**config.mk**
```make
export PLATFORM = sky130hd
export DESIGN_NAME = dmem_arbiter
export DESIGN_NICKNAME = d
export VERILOG_FILES = /design/src/rtl/dmem_arbiter.sv
export SDC_FILE = /design/constraint.sdc
export NUM_CORES = 1
export LEC_CHECK = 0
export BUFFER_PORTS_ARGS = -buffer_cell sky130_fd_sc_hd__buf_2
export CORE_MARGIN = 3
export CORE_UTILIZATION = 35
export DETAILED_ROUTE_END_ITERATION = 8
export GPL_TIMING_DRIVEN = 0
export PLACE_DENSITY = 0.65
export SLEW_MARGIN = 30
export SYNTH_ARGS = -nofsm -noshare
export SYNTH_HDL_FRONTEND = slang
export SYNTH_SLANG_ARGS = --single-unit
export TNS_END_PERCENT = 100
```
**constraint.sdc**
```tcl
create_clock -name clk -period 4.7 [get_ports clk]
set_input_delay 0.47 -clock clk [delete_from_list [all_inputs] [get_ports clk]]
set_output_delay 0.47 -clock clk [all_outputs]
set_load 0.02 [all_outputs]
```
**src/rtl/dmem_arbiter.sv**
```systemverilog
// Two-master round-robin arbiter and fixed wait-state access sequencer for
// the single-port data memory. One access is in flight at a time; the
// winner's request fields are latched so the master may drop req mid-access.
module dmem_arbiter #(
    parameter int DEPTH = 64,
    parameter int WAIT  = 0
) (
    input  logic        clk,
    input  logic        rst,
    input  logic        m0_req,
    input  logic        m0_we,
    input  logic [31:0] m0_addr,
    input  logic [31:0] m0_wdata,
    output logic        m0_ack,
    output logic        m0_err,
    output logic [31:0] m0_rdata,
    input  logic        m1_req,
    input  logic        m1_we,
    input  logic [31:0] m1_addr,
    input  logic [31:0] m1_wdata,
    output logic        m1_ack,
    output logic        m1_err,
    output logic [31:0] m1_rdata,
    output logic        mem_read,
    output logic        mem_write,
    output logic [31:0] mem_addr,
    output logic [31:0] mem_wdata,
    input  logic [31:0] mem_rdata,
    output logic        busy
);

    typedef enum logic [1:0] {
        IDLE   = 2'd0,
        ACCESS = 2'd1,
        RESP   = 2'd2
    } state_t;

    localparam logic [31:0] DEPTH_W   = 32'(DEPTH);
    localparam logic [3:0]  WAIT_INIT = 4'(WAIT);

    state_t      state_reg;
    logic [3:0]  cnt_reg;
    logic        last_grant_reg;
    logic        winner_reg;
    logic        we_reg;
    logic        oor_reg;
    logic [31:0] addr_reg;
    logic [31:0] wdata_reg;
    logic [31:0] rdata0_reg;
    logic [31:0] rdata1_reg;
    logic [1:0]  ack_reg;
    logic [1:0]  err_reg;
    logic        mem_read_reg;
    logic        mem_write_reg;
    logic [31:0] mem_addr_reg;
    logic [31:0] mem_wdata_reg;
    logic        busy_reg;

    logic        grant_id;
    logic        sel_we;
    logic [31:0] sel_addr;
    logic [31:0] sel_wdata;
    logic        sel_oor;

    // Pick the winner: a lone requester wins, a tie goes to the master not granted last.
    always_comb begin
        grant_id = 1'b0;
        if (m0_req && m1_req) begin
            grant_id = ~last_grant_reg;
        end else if (m1_req) begin
            grant_id = 1'b1;
        end
        sel_we    = grant_id ? m1_we    : m0_we;
        sel_addr  = grant_id ? m1_addr  : m0_addr;
        sel_wdata = grant_id ? m1_wdata : m0_wdata;
        sel_oor   = (sel_addr >= DEPTH_W);
    end

    // Sequencer FSM; every output is a register updated alongside the state.
    always_ff @(posedge clk or negedge rst) begin
        if (!rst) begin
            state_reg      <= IDLE;
            cnt_reg        <= 4'd0;
            last_grant_reg <= 1'b1;
            winner_reg     <= 1'b0;
            we_reg         <= 1'b0;
            oor_reg        <= 1'b0;
            addr_reg       <= 32'd0;
            wdata_reg      <= 32'd0;
            rdata0_reg     <= 32'd0;
            rdata1_reg     <= 32'd0;
            ack_reg        <= 2'b00;
            err_reg        <= 2'b00;
            mem_read_reg   <= 1'b0;
            mem_write_reg  <= 1'b0;
            mem_addr_reg   <= 32'd0;
            mem_wdata_reg  <= 32'd0;
            busy_reg       <= 1'b0;
        end else begin
            case (state_reg)
                IDLE: begin
                    if (m0_req || m1_req) begin
                        winner_reg    <= grant_id;
                        we_reg        <= sel_we;
                        addr_reg      <= sel_addr;
                        wdata_reg     <= sel_wdata;
                        oor_reg       <= sel_oor;
                        cnt_reg       <= WAIT_INIT;
                        state_reg     <= ACCESS;
                        busy_reg      <= 1'b1;
                        mem_addr_reg  <= sel_addr;
                        mem_wdata_reg <= sel_wdata;
                        mem_read_reg  <= !sel_we && !sel_oor;
                        // With no wait states the first ACCESS cycle is also the commit cycle.
                        mem_write_reg <= sel_we && !sel_oor && (WAIT_INIT == 4'd0);
                    end
                end
                ACCESS: begin
                    if (cnt_reg == 4'd0) begin
                        state_reg     <= RESP;
                        mem_read_reg  <= 1'b0;
                        mem_write_reg <= 1'b0;
                        mem_addr_reg  <= 32'd0;
                        mem_wdata_reg <= 32'd0;
                        ack_reg[winner_reg] <= 1'b1;
                        err_reg[winner_reg] <= oor_reg;
                        // Reads capture memory data (or zero when out of range); writes leave rdata alone.
                        if (!we_reg) begin
                            if (winner_reg) begin
                                rdata1_reg <= oor_reg ? 32'd0 : mem_rdata;
                            end else begin
                                rdata0_reg <= oor_reg ? 32'd0 : mem_rdata;
                            end
                        end
                    end else begin
                        cnt_reg       <= cnt_reg - 4'd1;
                        // Raise write enable only for the final ACCESS cycle: one commit edge.
                        mem_write_reg <= we_reg && !oor_reg && (cnt_reg == 4'd1);
                    end
                end
                RESP: begin
                    ack_reg        <= 2'b00;
                    err_reg        <= 2'b00;
                    busy_reg       <= 1'b0;
                    last_grant_reg <= winner_reg;
                    state_reg      <= IDLE;
                end
                default: begin
                    state_reg <= IDLE;
                end
            endcase
        end
    end

    assign m0_ack    = ack_reg[0];
    assign m1_ack    = ack_reg[1];
    assign m0_err    = err_reg[0];
    assign m1_err    = err_reg[1];
    assign m0_rdata  = rdata0_reg;
    assign m1_rdata  = rdata1_reg;
    assign mem_read  = mem_read_reg;
    assign mem_write = mem_write_reg;
    assign mem_addr  = mem_addr_reg;
    assign mem_wdata = mem_wdata_reg;
    assign busy      = busy_reg;

endmodule

```
# After elaboration in Yosys (flattened, before gate mapping)
# Cells that the tools add are included.
op_classes:
  add_sub_neg: 1
  multipliers: 0
  div: 0
  n_lt_le_gt_ge: 3
  eq_ne: 6
  n_shift: 0
  mux: 32
  n_bitwise: 4
  n_reduce_logical: 24
ops:
  columns: ["cell", "n"]
  rows:
  - ["two-way mux 32 bit", 6]
  - ["one-hot mux 32 bit (2 select lines)", 2]
  - ["greater-or-equal comparator 32 x 7 -> 1 bit (second input constant)", 1]
  - ["one-hot mux 2 bit (2 select lines)", 3]
  - ["AND reduction 2 bit", 5]
  - ["two-way mux 1 bit", 9]
  - ["two-way mux 2 bit", 4]
  - ["two-way mux 4 bit", 2]
  - ["one-hot mux 4 bit (2 select lines)", 1]
  - ["AND reduction 4 bit", 2]
  - ["logical AND 1 bit", 6]
  - ["!= test 2 bit (second input constant)", 3]
  - ["one-hot mux 1 bit (2 select lines)", 3]
  - ["AND reduction 3 bit", 2]
  - ["nonzero test 2 bit", 3]
  - ["== test 4 x 1 -> 1 bit (second input constant)", 1]
  - ["zero test 4 bit", 1]
  - ["subtractor 4 x 1 -> 4 bit (second input constant)", 1]
  - ["zero test 1 bit", 3]
  - ["inverter 1 bit", 3]
  - ["bitwise mux 2 bit", 1]
  - ["== test 2 x 1 -> 1 bit (second input constant)", 1]
  - ["== test 2 bit (second input constant)", 1]
  - ["zero test 2 bit", 1]
  - ["5 further kinds", 5]
totals:
  register_bits: 145
  latch_bits: 0
  ramBits: 0
  mem_bits_ro: 0
  input_bits: 166
  memories: 0

# Logic depth before layout (Yosys ltp)
logic_depth:
  ltp_word: 8
  ltp_mapped: 9
  ltp_nobuf: 7

# Least setup slack after synthesis
# Ideal clock, no wire load.
synth_path:
  kind: "register -> register"
  startpoint: "register cnt_reg[0]"
  endpoint: "register rdata1_reg[10], in the netlist m1_rdata[10]"
  setup_time_ns: 0.125
  t_arrival_ns: 1.667
  required_ns: 4.575
  path_slack_ns: 2.908
  path_stages_with_launch: 10
  path_buffers: 2
  synth_period_minus_slack_ns: 1.792
  cell_sequence: "dfrtp_1 -> inv_1 -> ha_1 -> nand3_2 -> clkinv_2 -> nand2_2 -> or2_1 -> buf_6 -> buf_6 -> mux2_4"
synth_via:
  elab_chain_len: 2
synth_lines:
  columns: ["element", "line_no", "text"]
  rows:
  - ["from (decl)", "42", "logic [3:0] cnt_reg;"]
  - ["from (signal assigned)", "136", "cnt_reg <= cnt_reg - 4'd1;"]
  - ["zero test 4 bit", "119", "if (cnt_reg == 4'd0) begin"]
  - ["AND reduction 4 bit (no source line)", null, null]
  - ["to (signal assigned)", "130", "rdata1_reg <= oor_reg ? 32'd0 : mem_rdata;"]
  - ["to (decl)", "50", "logic [31:0] rdata1_reg;"]
# No other way between the ends.
# A chain may end at the register's enable or synchronous reset.

# Final worst setup path
layout_path:
  startpoint: "register last_grant_reg"
  endpoint: "register mem_write_reg, in the netlist mem_write"
layout_via:
  elab_chain_len: 8
  word_cells_on_any_way: 9
layout_lines:
  columns: ["element", "line_no", "text"]
  rows:
  - ["from (decl)", "43", "logic last_grant_reg;"]
  - ["from (signal assigned)", "145", "last_grant_reg <= winner_reg;"]
  - ["inverter 1 bit *", "69", "grant_id = ~last_grant_reg;"]
  - ["two-way mux 1 bit *", "68", "if (m0_req && m1_req) begin"]
  - ["two-way mux 32 bit", "74", "sel_addr = grant_id ? m1_addr : m0_addr;"]
  - ["greater-or-equal comparator 32 x 7 -> 1 bit", "76", "sel_oor = (sel_addr >= DEPTH_W);"]
  - ["zero test 1 bit", "115", "mem_write_reg <= sel_we && !sel_oor && (WAIT_INIT == 4'd0);"]
  - ["logical AND 1 bit *", "115", null]
  - ["two-way mux 1 bit *", "102", "if (m0_req || m1_req) begin"]
  - ["one-hot mux 1 bit (2 select lines) *", "100", "case (state_reg)"]
  - ["to (signal assigned)", "115", null]
  - ["to (signal assigned)", "138", "mem_write_reg <= we_reg && !oor_reg && (cnt_reg == 4'd1);"]
  - ["to (decl)", "54", "logic mem_write_reg;"]
# Every way passes the cells marked *; elsewhere a longest branch is shown, timed or not. The select of a mux whose other input is x is not followed.

==> results.yml <==
die:
  die_w_um: 143
  rows: 49
  die_area_mm2: 0.0203
  io_pins: 301
  coreArea_mm2: 0.0181
  initial_core_util_pct: 36.0
  die_y_um: 143
status:
  outcome: "finished, final reports clean"
setup_path:
  crit_path_frequent_cell: "nand3_1"
  path_max_fanout: 10
  end_kind: "flip-flop"
  cp-start-kind: "flip-flop"
  required_ns: 5.00
  worstPathArrival_ns: 2.35
  path_cells: "a21boi_0 -> clkbuf_1 -> buf_2 -> mux2i_1 -> nor2_1 -> nand3_1 -> nand3_1"
  cp_slowest_cell: "buf_2"
  ff2ff_path_depth: 7
  cpPeakStageDelay_ns: 0.40
  critical_path_class: "flip-flop to flip-flop"
logic_synthesis:
  ys_seq_elements: 145
  synth_cell_types: 35
  syn-num-nets: 718
  yosysWarnings: 0
  synthCells: 549
  avgSynthCellArea_um2: 11.9
  netlist_area_mm2: 0.00653
  yosysSeqAreaShare_pct: 55.6
sta:
  rsz0062_at_grt: "no"
  drv_slew: 0
  hold_ws_ns: 0.000722
  clock_skew_ns: 0.00726
  fmax_mhz: 488
  period_minus_slack_ns: 2.05
  hold_viol: 0
  max_slew_margin_pct: 47.4
  period_share_pct: 43.6
  worst_slew_pin_slew_ns: 0.783
  setup_viol: 0
  tns_ns: 0
finish:
  syn2layout_area_growth_pct: 37.9
  drive_above_1_share_pct: 47.5
  antenna_cells: 0
  final_nets: 1038
global_route:
  grt_pass1_wl_mm: 29.5
  use_met2_pct: 31.9
  busiest_layer: "met2"
  track_usage_pct: 18.8
  grt_use_met3_pct: 5.61
  grt_antenna_before_repair: 1
  grt-ovfl-total: 0
  globalRouteMet1Util_pct: 23.1
  grt_max_degree: 79
  grt_pass1_vias: 5392
route:
  vias: 5298
  drt_wl_total_mm: 18.9
  dr.pass1.iters: 4
  viasPerCell: 4.78
  drtIter0Drc: 189
  ant_nets: 0
  drt-wirelength-per-cell_um: 17.0
  drc_errors: 0
clock_network:
  ctsLongestPathBuffers: 2
  cts_inserted_buffers: 17
  cts.clk_slew.worst_paths_ns: 0.06
  clock-sinks: 145
  cts_tree: "built"
  cts_setup_buffers: 0
  htree_levels: 4
  cts_root_buffer: "clkbuf_16"
  cts_hold_buffers: 0
  clkLatencyLatePin_ns: 0.42
  ctsResizeCount: 0
run:
  maxCapViolations: 0
pwr:
  peakVddDrop_mv: 0.239
  p_per_area_mw_per_mm2: 596
  power_mw: 5.36
  p_leak_nw: 4.91
placed_design:
  post-dp-hpwl_mm: 14.8
  io_buffer_count: 300
  gp_congestion: 0.812
worst_hold_path:
  hp-class: "input port to asynchronous set/reset pin"
[Yosys cell counts (all sizes together)]
master	instances	area share, %
clkbuf	13	0.75
inv	3	0.17
dfrtp	144	55
nand3	8	0.69
mux2	65	13
buf	20	2.0
nor4bb	1	0.15
nor2b	32	3.1
a31oi	1	0.096
mux2i	66	10
or2	1	0.096
ha	3	0.58
or3	1	0.096
nor3	2	0.23
nand2b	2	0.19
and2b	1	0.12
nand4b	1	0.13
clkinv	1	0.077
nor2	13	0.75
nand4	3	0.29
a21boi	1	0.12
o21ai	68	5.2
nand2	79	4.6
dfstp	1	0.40
o21a	1	0.12
xnor2	2	0.27
a21o	3	0.35
nor4	13	1.2
[layout by cell type, fill, tap and decap left out, types with 2 or more instances in the layout]
| cell type | Yosys | final |
|---|---|---|
| buf_2 | 15 | 314 |
| inv_1 | 3 | 3 |
| clkbuf_16 | 0 | 17 |
| xnor2_1 | 2 | 2 |
| mux2i_1 | 66 | 66 |
| mux2_4 | 30 | 30 |
| inv_6 | 0 | 2 |
| nand3_1 | 7 | 7 |
| nand2b_1 | 2 | 2 |
| nor4_1 | 13 | 13 |
| clkinv_4 | 0 | 3 |
| nor2b_1 | 32 | 32 |
| mux2_1 | 3 | 3 |
| mux2_2 | 32 | 32 |
| nand4_1 | 3 | 3 |
| nand2_1 | 78 | 78 |
| clkinv_2 | 1 | 2 |
| a21o_1 | 3 | 3 |
| ha_1 | 3 | 3 |
| bufinv_16 | 0 | 5 |
| dfrtp_1 | 144 | 144 |
| nor2_1 | 13 | 13 |
| o21ai_0 | 68 | 68 |
| buf_6 | 4 | 4 |
| clkbuf_1 | 13 | 13 |
[logic make-up (layout without fill, tap and decap cells)]
logic type,after synthesis,after routing,share of synthesized area [%]
AO/OA/AOI/OAI,74,74,5.89
XOR/XNOR,2,2,0.268
adder cells (fa/ha/maj),3,3,0.575
buffers and inverters,37,368,2.95
flip-flops,145,145,55.6
multiplexers,131,131,23.1
AND/OR/NAND/NOR,157,157,11.6
[final timing paths]
check | startpoint | end | slack (ns)
max | last_grant_reg$_DFFE_PN1P_ | mem_write$_DFFE_PN0P_ | 2.65
min | rst | m0_rdata[20]$_DFFE_PN0P_ | 0.0007
max reg2reg | last_grant_reg$_DFFE_PN1P_ | mem_write$_DFFE_PN0P_ | 2.65
min reg2reg | mem_addr[26]$_DFFE_PN0P_ | mem_addr[26]$_DFFE_PN0P_ | 0.47
max in group asynchronous | rst | mem_addr[22]$_DFFE_PN0P_ | 3.91
min in group clk | m0_wdata[9] | mem_wdata[9]$_DFFE_PN0P_ | 0.34
[critical path: cells and delay by family (launching register included)]
kind                   cells  cell delay, ns
muxes                      1            0.36
and+or+nand+nor            3            0.29
buffers and inverters      2            0.76
AOI/OAI and AO/OA          1            0.16
DFF                        1            0.36
[final cells by class]
cell class              instances  area (µm²)
plain buffers                  33         176
clock buffers                  18         439
clock inverters                12         206
fillers                      1692        9150
inverters                       4        16.3
multi-input cells             367        2700
flip-flops and latches        145        3630
well taps                     229         287
repair buffers                301        1540
[stage by stage]
stage / cell area, µm² / utilization [%] / cells / setup WS [ns]
2_1_floorplan: 6530 / - / 549 / 2.91
3_3_place_gp: 8310 / 45.8 / 1078 / 0.964
3_5_place_dp: 8350 / 46.0 / 1079 / 2.39
4_1_cts: 9000 / 49.6 / 1109 / 2.61
5_1_grt: 9000 / 49.6 / 1109 / 2.42
6_report: 9000 / 49.6 / 1109 / 2.65
[layer usage]
layer	up-vias	part of all wire [%]
met5	-	0.069
met4	2	1.5
met3	23	8.2
met2	242	49
met1	2486	41
li1	2545	-
[report_power, final]
group          internal, mW  switching, mW
sequential             1.65          0.214
clock                 0.955          0.528
combinational         0.747           1.27
(Power assumes the default switching activity.)
